### src/rtl/program_loader.sv
// Serial-byte program loader: writes received bytes to instruction memory while
// assembling 4-byte words, stopping on the halt word or when memory is full.
module program_loader #(
    parameter int                 NB_BYTE    = 8,
    parameter int                 NB_DATA    = 32,
    parameter int                 NB_ADDRESS = 7,
    parameter int                 N_BYTES    = 128,
    parameter logic [NB_DATA-1:0] HALT_WORD  = 32'hFFFFFFFF
) (
    input  logic                  i_clock,
    input  logic                  i_reset,
    input  logic                  i_start,
    input  logic [NB_BYTE-1:0]    i_rx_data,
    input  logic                  i_rx_valid,
    output logic [NB_BYTE-1:0]    o_write_data,
    output logic                  o_write_enable,
    output logic                  o_loading,
    output logic                  o_done,
    output logic                  o_overflow,
    output logic [NB_ADDRESS:0]   o_byte_count,
    output logic [NB_ADDRESS-2:0] o_word_count
);

    // Only the first three bytes of a word need storing; the fourth is the live input.
    localparam int                  PART_W   = NB_DATA - NB_BYTE;
    localparam logic [NB_ADDRESS:0] CAPACITY = (NB_ADDRESS + 1)'(N_BYTES);

    typedef enum logic [1:0] {
        IDLE  = 2'd0,
        LOAD  = 2'd1,
        DONE  = 2'd2,
        ERROR = 2'd3
    } state_t;

    state_t              state;
    state_t              state_next;
    logic [1:0]          phase;
    logic [PART_W-1:0]   shift_word;
    logic [NB_DATA-1:0]  word_next;
    logic [NB_ADDRESS:0] byte_count_next;
    logic                accept;
    logic                last_byte;
    logic                halt_hit;
    logic                cap_hit;

    assign accept          = (state == LOAD) && i_rx_valid;
    assign last_byte       = (phase == 2'd3);
    assign word_next       = {shift_word, i_rx_data};
    assign byte_count_next = o_byte_count + 1'b1;
    assign halt_hit        = accept && last_byte && (word_next == HALT_WORD);
    assign cap_hit         = accept && (byte_count_next == CAPACITY);

    assign o_loading  = (state == LOAD);
    assign o_done     = (state == DONE);
    assign o_overflow = (state == ERROR);

    always_ff @(posedge i_clock) begin
        if (i_reset) begin
            state <= IDLE;
        end else begin
            state <= state_next;
        end
    end

    // Halt is checked before capacity so a halt word ending exactly at the last byte wins.
    always_comb begin
        state_next = state;
        case (state)
            IDLE: begin
                if (i_start) begin
                    state_next = LOAD;
                end
            end
            LOAD: begin
                if (halt_hit) begin
                    state_next = DONE;
                end else if (cap_hit) begin
                    state_next = ERROR;
                end
            end
            DONE:    state_next = DONE;
            ERROR:   state_next = ERROR;
            default: state_next = IDLE;
        endcase
    end

    always_ff @(posedge i_clock) begin
        if (i_reset) begin
            o_write_enable <= 1'b0;
            o_write_data   <= '0;
            o_byte_count   <= '0;
            o_word_count   <= '0;
            phase          <= '0;
            shift_word     <= '0;
        end else begin
            o_write_enable <= accept;
            if (accept) begin
                o_write_data <= i_rx_data;
                o_byte_count <= byte_count_next;
                shift_word   <= word_next[PART_W-1:0];
                if (last_byte) begin
                    phase        <= '0;
                    o_word_count <= o_word_count + 1'b1;
                end else begin
                    phase <= phase + 1'b1;
                end
            end
        end
    end

endmodule

### config.mk
export PLATFORM = sky130hd
export DESIGN_NAME = program_loader
export DESIGN_NICKNAME = d
export VERILOG_FILES = /design/src/rtl/program_loader.sv
export SDC_FILE = /design/constraint.sdc
export NUM_CORES = 1
export LEC_CHECK = 0
export CAP_MARGIN = 20
export CORE_AREA = 2 2 52 91
export CTS_CLUSTER_SIZE = 30
export DETAILED_ROUTE_END_ITERATION = 10
export DIE_AREA = 0 0 54 93
export PLACE_DENSITY = 0.78
export SYNTH_ARGS = -nofsm -noshare
export SYNTH_HDL_FRONTEND = slang
export SYNTH_SLANG_ARGS = --single-unit
### constraint.sdc
create_clock -name i_clock -period 1.67 [get_ports i_clock]
set_input_delay 0.334 -clock i_clock [delete_from_list [all_inputs] [get_ports i_clock]]
set_output_delay 0.334 -clock i_clock [all_outputs]
set_load 0.02 [all_outputs]
==> results.yml, run 1 <==
grt:
  antenna_found_initial: 0
  grt_overflow: 0
  grt_pass1_vias: 1357
  grt_max_degree: 18
  grt_pass1_wl_um: 5780
  grt_use_total: 0.153
logic_synthesis:
  synthFlopType: "dfxtp_1"
  synth_top_family_by_area: "simple AND/OR/NAND/NOR gates"
  synth.most_common_cell: "nand2_1"
  synth.distinct_cells: 27
  synth_top_area_frac: 0.482
  synth_seq_cells: 43
  synth_common_cells: "nand2_1, dfxtp_1, a21oi_1, nor2_1, nand4_1"
  synth_mux_area_frac: 0
  ys_seq_area_frac: 0.482
  syn_area_per_cell_sq_um: 8.15
  synth_cells: 219
  yosysWarningCount: 0
  synth_xor_area_frac: 0.0491
  synthAdderAreaFrac: 0.0210
  synth_area_sq_um: 1780
  synth_compound_area_frac: 0.101
  async_reset_ff_frac: 0
  synthTopCellsByArea: "dfxtp_1, nand2_1, a21oi_1"
  synth_edf_count: 0
  yosysTopAreaCell: "dfxtp_1"
  synth_nets: 234
  synthSimpleGateAreaFrac: 0.275
timing:
  fin_skew_ns: 0.00312
  rsz0062_at_grt: "false"
  post-route-period-util: 0.974
  fin_ws_ns: 0.0438
  tightest_slew_ns: 0.339
  finalHoldViolCount: 0
  finalMaxSlewViolations: 0
  min_period_ns: 1.63
  setup_violations: 0
  finalSetupTns_ns: 0
  timing.fmax_mhz: 615
  timing.slew.headroom: 0.773
flow_run:
  drv_cap: 0
layout:
  design_area_sq_um: 2330
  nets: 271
  areaGrowthSynthToFinish_pct: 30.6
  fin_util: 0.539
  regArea_sq_um: 862
  antennaDiodeCount: 0
  multiInputGateArea_sq_um: 796
  layout-drive-gt1-share: 0.0895
  fill_cells: 412
  fin_cells: 308
setup_path:
  cp-startpoint: "o_byte_count[1]$_SDFFE_PP0N_"
  startpoint_type: "flip-flop"
  reg2regPathDepth: 4
  crit_type: "flip-flop to output port"
  ff2ff_setup_slack_ns: 0.24
  slowest_delay_ns: 0.62
  cp.depth: 1
  setup.worst_path.end: "o_byte_count[1]"
  worstPathArrival_ns: 1.29
  path_cells: "clkdlybuf4s50_1"
  path_delay_family: "buffers and inverters"
  cpMaxStageDelayCell: "clkdlybuf4s50_1"
  path_buf_inv: 1
  cp.required_ns: 1.34
  cp-end-kind: "output port"
  reg2reg_from: "phase[0]$_SDFFE_PP0N_"
  reg2reg_to: "o_word_count[3]$_SDFFE_PP0P_"
  crit_fanout: 4
clock_network:
  clk_pin_slew_ns: 0.07
  cts-buffers-inserted: 5
  htree_num_levels: 2
  cts_tree: "built"
  clock_latency_ns: 0.29
  root_buffer: "clkbuf_8"
  clockBufferDepth: 2
  cts_sinks: 43
drt:
  viasPerCell: 5.01
  met2_length_um: 1780
  m1WireLength_um: 1520
  vias: 1544
  route.met3.wl_um: 165
  ant_nets: 0
  finalWirelength_um: 3540
  top_layer: "met4"
  drcViolationCount: 0
  wl_per_cell_um: 11.5
  dr.pass1.iters: 4
  drt_iter0_markers: 27
floorplanning:
  die_area_sq_um: 5020
  dieHeight_um: 93
  initial_core_util: 0.413
  core_sq_um: 4320
  io_pins: 38
  rows: 32
  fp.dieW_um: 54
placed_design:
  placed_cells: 300
  gp_congestion: 0.772
  io_buffers: 37
  dp_hpwl_um: 2530
  dpl_cell_area_sq_um: 2210
  pre_cts_ws_ns: -0.0752
min_path:
  hold_class: "flip-flop to flip-flop"
power_and_ir_drop:
  cellInternalPower_mw: 1.50
  clkPwrFrac: 0.367
  p_comb_frac: 0.083
  seqPwrFrac: 0.549
  switching_share: 0.224
  powerDensity_nw_per_um2: 828
  p_leak_nw: 1.02
  ir_worst_vdd_uv: 659
  p_switching_mw: 0.432
run_status:
  outcome: "complete, no violations"
-- flip-flops by register name, indices dropped and copies added (netlist names) --
register        flops
o_byte_count        8
o_word_count        6
phase               2
o_write_enable      1
shift_word         17
state               2
o_write_data        7
-- per-stage QoR --
step / power, mW / hold WS, ns
2_1_floorplan: 1.17 / 0.436
3_3_place_gp: 1.25 / 0.442
3_5_place_dp: 1.25 / 0.449
4_1_cts: 1.95 / 0.460
5_1_grt: 2.01 / 0.490
6_report: 1.93 / 0.457
-- worst reg2reg max path: cells and delay by family, from the launching register on --
family,cells,cell delay (ns)
adders and majority gates,1,0.26
and+or+nand+nor,2,0.57
DFF,1,0.36
AOI/OAI and AO/OA,1,0.16
-- cells in the final DEF (no fill, tap or decap) --
master | netlist | layout
clkbuf_1 | 7 | 1
clkbuf_8 | 0 | 7
dfxtp_2 | 0 | 1
o21ai_0 | 2 | 2
and3_1 | 2 | 2
ha_1 | 3 | 3
xnor2_1 | 5 | 5
nand4_1 | 12 | 12
nand4b_2 | 1 | 1
dlygate4sd2_1 | 0 | 6
a31oi_1 | 1 | 1
clkdlybuf4s50_1 | 0 | 20
nand3_1 | 4 | 4
buf_4 | 9 | 12
o2111ai_1 | 1 | 1
inv_1 | 2 | 2
a21oi_1 | 31 | 31
buf_12 | 0 | 1
or3_1 | 2 | 2
nand3b_1 | 1 | 1
nor2b_1 | 1 | 1
and2_1 | 2 | 2
nor3_2 | 1 | 1
dfxtp_1 | 43 | 42
nor4_1 | 3 | 3
nor3_1 | 5 | 5
dlymetal6s2s_1 | 0 | 11
xor2_1 | 5 | 5
nor2_1 | 14 | 14
nand2_1 | 57 | 57
and3b_1 | 1 | 1
-- metal layers --
metal  vias to the layer above  track usage
met5                         -            0
met4                         0       0.0625
met3                         5       0.0383
met2                        39        0.254
met1                       695        0.183
li1                        805            -
-- repair_timing --
item	CTS	global route
hold buffers	0	0
buffers inserted	0	0
resized for setup	7	11
setup endpoints to repair	6	11
-- final cells by class --
type                    count  area share
clock buffers               8      0.0430
flip-flops and latches     43       0.370
inverters                   2     0.00322
well taps                  51      0.0274
multi-input cells         154       0.342
repair buffers             50       0.215
-- power groups by stage --
stage | combinational (mW) | sequential, mW | clock [mW]
6_report | 0.161 | 1.06 | 0.709
5_1_grt | 0.178 | 1.06 | 0.768
4_1_cts | 0.163 | 1.06 | 0.727
3_5_place_dp | 0.164 | 1.08 | 0
3_3_place_gp | 0.163 | 1.08 | 0
2_1_floorplan | 0.0885 | 1.08 | 0
-- cells by family (layout without fill, tap and decap cells) --
kind of cell / after synthesis / after routing
compound gates: 35 / 35
fa+ha+maj: 3 / 3
xor+xnor: 10 / 10
simple gates: 106 / 106
buf+inv: 22 / 60
flops: 43 / 43
-- how the worst min path moves through the flow --
| stage | depth (start not counted) | end | startpoint | slack (ns) |
|---|---|---|---|---|
| global route | 2 | shift_word[23]$_SDFFE_PP0N_ | shift_word[23]$_SDFFE_PP0N_ | 0.49 |
| CTS | 2 | shift_word[20]$_SDFFE_PP0N_ | shift_word[20]$_SDFFE_PP0N_ | 0.46 |
| detailed placement | 2 | shift_word[20]$_SDFFE_PP0N_ | shift_word[20]$_SDFFE_PP0N_ | 0.45 |
| global placement | 2 | shift_word[20]$_SDFFE_PP0N_ | shift_word[20]$_SDFFE_PP0N_ | 0.44 |
| floorplan | 2 | shift_word[20]$_SDFFE_PP0N_ | shift_word[20]$_SDFFE_PP0N_ | 0.44 |
| finish | 2 | shift_word[20]$_SDFFE_PP0N_ | shift_word[20]$_SDFFE_PP0N_ | 0.46 |
Note: power is estimated with default switching activity, not from simulation.
==> run 2, diff against run 1 <==
- DONT_BUFFER_PORTS: default -> 1
- PLACE_DENSITY: 0.78 -> 0.67
==> results.yml, run 2 (same netlist as run 1, synthesis figures left out) <==
run_status:
  outcome: "complete, no violations"
floorplanning:
  io_pins: 38
  fp.dieW_um: 54
  initial_core_util: 0.413
  dieHeight_um: 93
  die_area_sq_um: 5020
  rows: 32
  core_sq_um: 4320
drt:
  dr.pass1.iters: 4
  drcViolationCount: 0
  finalWirelength_um: 3660
  viasPerCell: 5.24
  drt_iter0_markers: 44
  ant_nets: 0
  wl_per_cell_um: 13.4
  vias: 1424
timing:
  rsz0062_at_grt: "false"
  fin_skew_ns: 0.00859
  tightest_slew_ns: 0.404
  finalSetupTns_ns: 0
  timing.fmax_mhz: 688
  finalMaxSlewViolations: 0
  timing.slew.headroom: 0.730
  finalHoldViolCount: 0
  min_period_ns: 1.45
  setup_violations: 0
  post-route-period-util: 0.871
layout:
  layout-drive-gt1-share: 0.109
  areaGrowthSynthToFinish_pct: 8.77
  final_common_cell: "nand2_1"
  layout_common_cells: "nand2_1, dfxtp_1, a21oi_1, nor2_1, buf_4"
  fin_util: 0.449
  antennaDiodeCount: 0
  top_register: "shift_word"
  fin_cells: 272
  top_regs: "shift_word (17), o_byte_count (8), o_write_data (7)"
  design_area_sq_um: 1940
  largest_reg_flops: 17
  nets: 236
setup_path:
  startpoint_type: "flip-flop"
  ff2ff_setup_slack_ns: 0.26
  cp-end-kind: "output port"
  cp.required_ns: 1.34
  path_delay_family: "flip-flops"
  crit_type: "flip-flop to output port"
  worstPathArrival_ns: 1.12
  crit_fanout: 7
  slowest_delay_ns: 0.44
  cpMaxStageDelayCell: "dfxtp_1"
  path_buf_inv: 0
  path_cells: "nor2b_1"
clock_network:
  clk_pin_slew_ns: 0.08
  htree_num_levels: 2
  clock_latency_ns: 0.29
  cts_sinks: 43
  cts-buffers-inserted: 5
  cts_repair_resize_count: 0
  root_buffer: "clkbuf_8"
  post-cts-setup-buffer-count: 0
  cts_tree: "built"
  cts_hold_buf: 0
  clockBufferDepth: 2
flow_run:
  drv_cap: 0
grt:
  antenna_found_initial: 0
  grt_pass1_vias: 1395
  grt_use_total: 0.161
  grt_overflow: 0
  grt_max_degree: 44
  grt_pass1_wl_um: 5910
placed_design:
  dp_hpwl_um: 2480
  dpl_cell_area_sq_um: 1850
  gp_congestion: 0.718
  placed_cells: 265
  io_buffers: 0
power_and_ir_drop:
  ir_worst_vdd_uv: 697
  p_leak_nw: 0.674
  powerDensity_nw_per_um2: 936
min_path:
  hold_class: "input pin to flip-flop"
==> run 2: cell count changes in the layout (fill, tap and decap cells not counted), sizes merged <==
cell,delta
buf,+2
clkinv,+1
dlymetal6s2s,-11
clkdlybuf4s50,-20
clkbuf,-2
dlygate4sd2,-6
==> run 2: through the flow <==
stage / hold WS, ns / setup WS (ns) / power (mW)
floorplan: 0.436 / 0.375 / 1.17
global placement: 0.407 / 0.332 / 1.18
detailed placement: 0.410 / 0.268 / 1.18
CTS: 0.0905 / 0.209 / 1.84
global route: 0.0828 / 0.118 / 1.88
finish: 0.0989 / 0.216 / 1.82
==> run 2: power breakdown <==
part | total, mW | switching, mW | internal, mW
Sequential | 1.06 | 0.0144 | 1.04
Combinational | 0.0987 | 0.0614 | 0.0372
Clock | 0.660 | 0.336 | 0.324
Total | 1.82 | 0.412 | 1.40
==> run 2: path summary, 6_finish.rpt <==
kind	depth (start not counted)	end	start
max	1	o_loading	state[0]$_SDFFE_PP0P_
min	1	o_byte_count[7]$_SDFFE_PP0N_	i_reset
max reg2reg	4	o_word_count[3]$_SDFFE_PP0P_	phase[0]$_SDFFE_PP0N_
min reg2reg	2	shift_word[21]$_SDFFE_PP0N_	shift_word[21]$_SDFFE_PP0N_
==> run 2: routing by layer <==
layer / vias to the layer above / share of wire / GRT usage
li1: 730 / - / -
met1: 658 / 0.40 / 0.164
met2: 31 / 0.52 / 0.276
met3: 5 / 0.058 / 0.0511
met4: 0 / 0.024 / 0.0875
met5: - / 0 / 0
==> run 2: layout make-up <==
cell class | count | area [sq um]
Fill cell | 456 | 2380
Clock buffer | 6 | 82.6
Tap cell | 51 | 63.8
Inverter | 2 | 7.51
Clock inverter | 1 | 5.00
Multi-Input combinational cell | 154 | 796
Sequential cell | 43 | 861
Timing Repair Buffer | 15 | 125
